### src/rtl/i2c_cond_gen.sv
// I2C master bus-condition generator: drives START, repeated START and STOP onto open-drain SCL/SDA.
// Optional macro STRETCH_TIMEOUT_EN aborts a command when a slave stretches SCL for TO_CYC cycles.
module i2c_cond_gen #(
  parameter int T_QTR  = 4,
  parameter int TO_CYC = 1024
) (
  input  logic       clk,
  input  logic       rst_n,
  input  logic       cmd_valid,
  input  logic [1:0] cmd,
  output logic       cmd_ready,
  output logic       done,
  output logic       err,
  output logic       held,
  input  logic       scl_in,
  input  logic       sda_in,
  output logic       scl_oe,
  output logic       sda_oe
);

  localparam logic [1:0]  CMD_START     = 2'b01;
  localparam logic [1:0]  CMD_RSTART    = 2'b10;
  localparam logic [1:0]  CMD_STOP      = 2'b11;
  localparam logic [15:0] CNT_LOAD      = 16'(T_QTR - 1);
  localparam logic [15:0] CNT_WAIT_LOAD = 16'(T_QTR - 2);

  typedef enum logic [3:0] {
    IDLE,
    ST_P1, ST_P2, ST_P3,
    RS_P1, RS_WAIT, RS_P2, RS_P3, RS_P4,
    SP_P1, SP_WAIT, SP_P2, SP_P3, SP_P4
  } state_t;

  state_t      state_reg;
  logic [15:0] cnt_reg;
  logic        phase_end;
  logic        arb_lost;

  assign cmd_ready = (state_reg == IDLE);
  assign phase_end = (cnt_reg == 16'd0);
  assign arb_lost  = ~sda_oe & scl_in & ~sda_in;

`ifdef STRETCH_TIMEOUT_EN
  localparam int              TO_W    = $clog2(TO_CYC + 1);
  localparam logic [TO_W-1:0] TO_LAST = TO_W'(TO_CYC - 1);

  logic [TO_W-1:0] to_cnt_reg;
  logic            to_expired;

  assign to_expired = ~scl_in & (to_cnt_reg == TO_LAST);
`else
  // TO_CYC only matters when the stretch timeout is built in.
  logic unused_to_cyc;
  assign unused_to_cyc = (TO_CYC != 0);
`endif

  always_ff @(posedge clk or negedge rst_n) begin
    if (!rst_n) begin
      state_reg <= IDLE;
      cnt_reg   <= '0;
      scl_oe    <= 1'b0;
      sda_oe    <= 1'b0;
      held      <= 1'b0;
      done      <= 1'b0;
      err       <= 1'b0;
`ifdef STRETCH_TIMEOUT_EN
      to_cnt_reg <= '0;
`endif
    end else begin
      done <= 1'b0;
      err  <= 1'b0;
      if (!phase_end) cnt_reg <= cnt_reg - 16'd1;
`ifdef STRETCH_TIMEOUT_EN
      if (state_reg == RS_WAIT || state_reg == SP_WAIT) to_cnt_reg <= to_cnt_reg + TO_W'(1);
      else                                              to_cnt_reg <= '0;
`endif
      case (state_reg)
        IDLE: begin
          if (cmd_valid) begin
            cnt_reg <= CNT_LOAD;
            case (cmd)
              CMD_START: begin
                if (!held && scl_in && sda_in) state_reg <= ST_P1;
                else                           err       <= 1'b1;
              end
              CMD_RSTART: begin
                if (held) begin
                  state_reg <= RS_P1;
                  sda_oe    <= 1'b0;
                end else begin
                  err <= 1'b1;
                end
              end
              CMD_STOP: begin
                if (held) begin
                  state_reg <= SP_P1;
                  sda_oe    <= 1'b1;
                end else begin
                  err <= 1'b1;
                end
              end
              default: err <= 1'b1;
            endcase
          end
        end
        ST_P1: if (phase_end) begin state_reg <= ST_P2; cnt_reg <= CNT_LOAD; sda_oe <= 1'b1; end
        ST_P2: if (phase_end) begin state_reg <= ST_P3; cnt_reg <= CNT_LOAD; scl_oe <= 1'b1; end
        ST_P3: if (phase_end) begin state_reg <= IDLE;  held <= 1'b1; done <= 1'b1; end
        RS_P1: if (phase_end) begin state_reg <= RS_WAIT; scl_oe <= 1'b0; end
        SP_P1: if (phase_end) begin state_reg <= SP_WAIT; scl_oe <= 1'b0; end
        RS_WAIT, SP_WAIT: begin
          if (scl_in) begin
            // The edge that first sees SCL high already counts as the first high-phase cycle.
            state_reg <= (state_reg == RS_WAIT) ? RS_P2 : SP_P2;
            cnt_reg   <= CNT_WAIT_LOAD;
          end
`ifdef STRETCH_TIMEOUT_EN
          else if (to_expired) begin
            state_reg <= IDLE;
            scl_oe    <= 1'b0;
            sda_oe    <= 1'b0;
            held      <= 1'b0;
            err       <= 1'b1;
          end
`endif
        end
        RS_P2: begin
          if (phase_end) begin
            if (arb_lost) begin
              state_reg <= IDLE;
              scl_oe    <= 1'b0;
              sda_oe    <= 1'b0;
              held      <= 1'b0;
              err       <= 1'b1;
            end else begin
              state_reg <= RS_P3;
              cnt_reg   <= CNT_LOAD;
              sda_oe    <= 1'b1;
            end
          end
        end
        RS_P3: if (phase_end) begin state_reg <= RS_P4; cnt_reg <= CNT_LOAD; scl_oe <= 1'b1; end
        RS_P4: if (phase_end) begin state_reg <= IDLE;  done <= 1'b1; end
        SP_P2: if (phase_end) begin state_reg <= SP_P3; cnt_reg <= CNT_LOAD; sda_oe <= 1'b0; end
        SP_P3: begin
          if (phase_end) begin
            if (arb_lost) begin
              state_reg <= IDLE;
              scl_oe    <= 1'b0;
              sda_oe    <= 1'b0;
              held      <= 1'b0;
              err       <= 1'b1;
            end else begin
              state_reg <= SP_P4;
              cnt_reg   <= CNT_LOAD;
            end
          end
        end
        SP_P4: if (phase_end) begin state_reg <= IDLE; held <= 1'b0; done <= 1'b1; end
        default: state_reg <= IDLE;
      endcase
    end
  end

endmodule

### config.mk
export PLATFORM = sky130hd
export DESIGN_NAME = i2c_cond_gen
export DESIGN_NICKNAME = d
export VERILOG_FILES = /design/src/rtl/i2c_cond_gen.sv
export SDC_FILE = /design/constraint.sdc
export NUM_CORES = 1
export LEC_CHECK = 0
export ABC_AREA = 1
export BUFFER_PORTS_ARGS = -buffer_cell sky130_fd_sc_hd__buf_2
export CAP_MARGIN = 10
export CORE_ASPECT_RATIO = 1.5
export CORE_UTILIZATION = 30
export CTS_BUF_LIST = sky130_fd_sc_hd__clkbuf_8
export DETAILED_ROUTE_END_ITERATION = 7
export SLEW_MARGIN = 10
export SYNTH_ARGS = -nofsm -noshare
export SYNTH_HDL_FRONTEND = slang
export SYNTH_SLANG_ARGS = --single-unit
### constraint.sdc
create_clock -name clk -period 1.75 [get_ports clk]
set_input_delay 0.4375 -clock clk [delete_from_list [all_inputs] [get_ports clk]]
set_output_delay 0.4375 -clock clk [all_outputs]
set_load 0.02 [all_outputs]
==> metrics.md <==
| Metric | Value |
|---|---|
| Detailed Route WL | between 4000 and 5000 um |
| Total I/O pin count | 13 |
| Mapped Cells | around 280 |
| CTS max path bufs | 2 |
| Total track usage | between 15 and 20% |
| Worst clock skew | 0.009051 ns |
| Initial Util | just over 30% |
| Max Cap Viol | 0 |
| Pint | between 2 and 2.5 mW |
| Row cnt | 34 |
| CP delay by family, top | simple AND/OR/NAND/NOR gates |
| H-tree depth | 1 |
| Drt wl/cell | 12.39 um |
| Die height | roughly 96 um |
| Reg power frac | a little under a quarter |
| Pwr/cell area | approximately 1900 nW/um^2 |
| Number of buffers created by CTS | 3 |
| Commonest cells after routing, fill and taps aside | 68 x nand2_1, 51 x nor2_1, 34 x nand3_1 |
| Final worst path period need | 1.703 ns |
| CTS hold repair buffers | 0 |
| Logic pwr share | 69.0% |
| Min-Delay Path Class | input port to async pin |
| Worst EP required | about 1.9 ns |
| Synth top area share | 35.11% |
| Area occupied by multi-input gates | between 1000 and 1500 sq um |
| Final Cycle Share | 97.34% |
| Synth Register Bits | 25 |
| Iter 0 DRT Violations | 61 |
| Critical path arrival | ~1.9 ns |
| Switching Fraction | roughly half |
| Number of fill cells | ~620 |
| Buf/Inv on CP | 2 |
| Worst r2r src | state_reg[0] |
| Max reg flops | 16 |
| Post-DR vias/cell | just under 5 |
| GR Overflow Total | 0 |
| Antenna cells | 0 |
| Synth top area cells | dfrtp_1 35%, nand2_1 16%, nor2_1 13%, nand3_1 9.6%, inv_1 5.5% |
| Area of the mapped netlist | around 1800 sq um |
| Syn Area/Cell | about 6.4 sq um |
| Fin. max-slew vios | 0 |
| Core box area | between 5000 and 6000 sq um |
| CP Cell Sequence | inv_1 > nand2_1 > nor2_4 > nor2_2 > nor2_1 > nor2_1 > nand3_1 > a21oi_4 > buf_12 > nor2_1 |
| Commonest non-fill, non-tap cell in the layout | nand2_1 |
| # setup viols final | 0 |
| Setup TNS | 0 ns |
| Fmax achieved | slightly below 0.6 GHz |
| Crit path depth | 10 |
| P_sw | ~2.2 mW |
| Slew @ Worst Pin | 0.5845 ns |
| WHS | about 0.15 ns |
| CP Capture Type | flip-flop |
| Area leader, netlist | dfrtp_1 |
| Final Hold Viols | 0 |
| Clk pwr share | around 8.1% |
| Die width | between 60 and 70 um |
| Max-slew headroom | approximately three fifths |
| Cell variety after synth | 21 |
| Clock sink total | 25 |
| Cells on worst reg2reg path | 10 |
| Crit Path Class | flip-flop to flip-flop |
| Seq/Total Area, Yosys | roughly a third |
| Register area | roughly 630 sq um |
| TritonCTS clock tree | done |
| Ratio of cells with drive above 1 in the final layout | between 20% and 30% |
| Hpwl dp | ~3800 um |
| CP Launch Type | flip-flop |
| Port buffer count | 12 |
| Via count | 1870 |
| Max stage delay on crit path | roughly 0.46 ns |
| Syn nets | approximately 290 |
| Critical path's most frequent cell | nor2_1 |
| DRC errors left | 0 |
| Root buffer cell | clkbuf_8 |
| Leak Pwr | 1.209 nW |
| Worst R2R End | cnt_reg[10] |
| Antenna violations before repair | 0 |
| Maximum fanout along the worst path | 14 |
| Worst-Skew Late Latency | roughly 0.28 ns |
| Clk pin slew, worst setup/hold paths | 0.10 ns |
| Slowest CP cell | dfrtp_2 |
| GP Congestion | a little over 0.9 |
| First-pass GRT wire length | 7721 um |
| Unrepaired setup endpoints after global routing | true |
| Area grow syn2layout | 28.51% |
| ANT nets after route | 0 |
| Vias in the first global route | around 1800 |
| Largest net degree at the start of global routing | 26 |
| Final #Nets | roughly 330 |
| Pre-Repair DR Iteration Count | 4 |
| DIE AREA | ~6300 sq um |
| Peak supply drop | between 0.8 and 0.9 mV |
| Synth warn | 0 |
| Status | completed |
| FF-to-FF setup slack | between 0.04 and 0.05 ns |
==> cell families (layout without fill, tap and decap cells) <==
logic type / Yosys count / count (layout) / share of synthesized area, %
fa+ha+maj: 2 / 2 / 1.404
xor+xnor: 10 / 10 / 4.916
flops: 25 / 25 / 35.11
buf+inv: 30 / 69 / 6.741
simple gates: 195 / 195 / 46.28
compound gates: 16 / 16 / 5.548
==> cell type report <==
cell class	count	share of cell area [%]
Tap cell	72	3.934
Timing Repair Buffer	36	11.69
Clock inverter	1	0.1639
Sequential cell	25	27.54
Inverter	29	4.754
Clock buffer	3	1.803
Multi-Input combinational cell	223	50.11
==> through the flow <==
step           util [%]  std cells  cell area, sq um  total power, mW  worst slack (ns)
2_1_floorplan         -        278              1799            2.846          0.006948
3_3_place_gp      36.67        380              2106            3.649           0.05228
3_5_place_dp      36.67        380              2106            3.681           0.01790
4_1_cts           37.65        384              2162            4.066         0.0002682
5_1_grt           39.87        389              2290            4.777          -0.05195
6_report          39.87        389              2290            4.348           0.04655
==> what timing repair did <==
action	in CTS	in global routing
gates resized for setup	4	33
pin swaps	1	9
endpoints found under the setup margin	2	23
buffers inserted	0	5
==> synthesized netlist by cell type <==
| master | instances |
|---|---|
| or2_2 | 4 |
| o2111ai_1 | 1 |
| nand3b_1 | 1 |
| nand2_1 | 77 |
| a21oi_4 | 1 |
| inv_2 | 3 |
| nor2_2 | 7 |
| nand2_2 | 2 |
| dfrtp_1 | 25 |
| a21oi_1 | 6 |
| buf_6 | 1 |
| o22ai_1 | 2 |
| nor2_1 | 62 |
| nand4_1 | 3 |
| nand3_1 | 34 |
| ha_1 | 2 |
| xor2_1 | 10 |
| a31oi_1 | 1 |
| inv_1 | 26 |
| nor3_1 | 5 |
| o21ai_0 | 5 |
==> worst register-to-register path: stages, from the launching register on <==
cell	delay (ns)
dfrtp_2	0.46
inv_1	0.06
nand2_1	0.13
nor2_4	0.06
nor2_2	0.14
nor2_1	0.08
nor2_1	0.17
nand3_1	0.16
a21oi_4	0.16
buf_12	0.15
nor2_1	0.05
==> per-layer routing <==
metal  up-vias  GRT usage, %  routed length [um]
li1        958             -                   -
met5         -             0                   0
met2        35         31.77                2599
met4         0         6.111                 187
met1       861         16.65                1925
met3        16         1.761                 105
==> power groups by stage <==
| stage | logic [mW] | registers (mW) | clock network [mW] |
|---|---|---|---|
| floorplan | 1.84 | 1.00 | 0 |
| global placement | 2.69 | 0.961 | 0 |
| detailed placement | 2.72 | 0.963 | 0 |
| CTS | 2.74 | 0.963 | 0.364 |
| global route | 3.37 | 1.02 | 0.382 |
| finish | 3.00 | 0.996 | 0.351 |
==> worst max-delay path by stage <==
stage / start / to
after floorplan: cnt_reg[0] / cnt_reg[9]
after global placement: cnt_reg[0] / state_reg[1]
after detailed placement: cnt_reg[0] / cnt_reg[0]
after CTS: cnt_reg[0] / state_reg[2]
after global routing: cnt_reg[4] / cnt_reg[0]
final: state_reg[0] / cnt_reg[10]
Note: power is estimated with default switching activity, not from simulation.
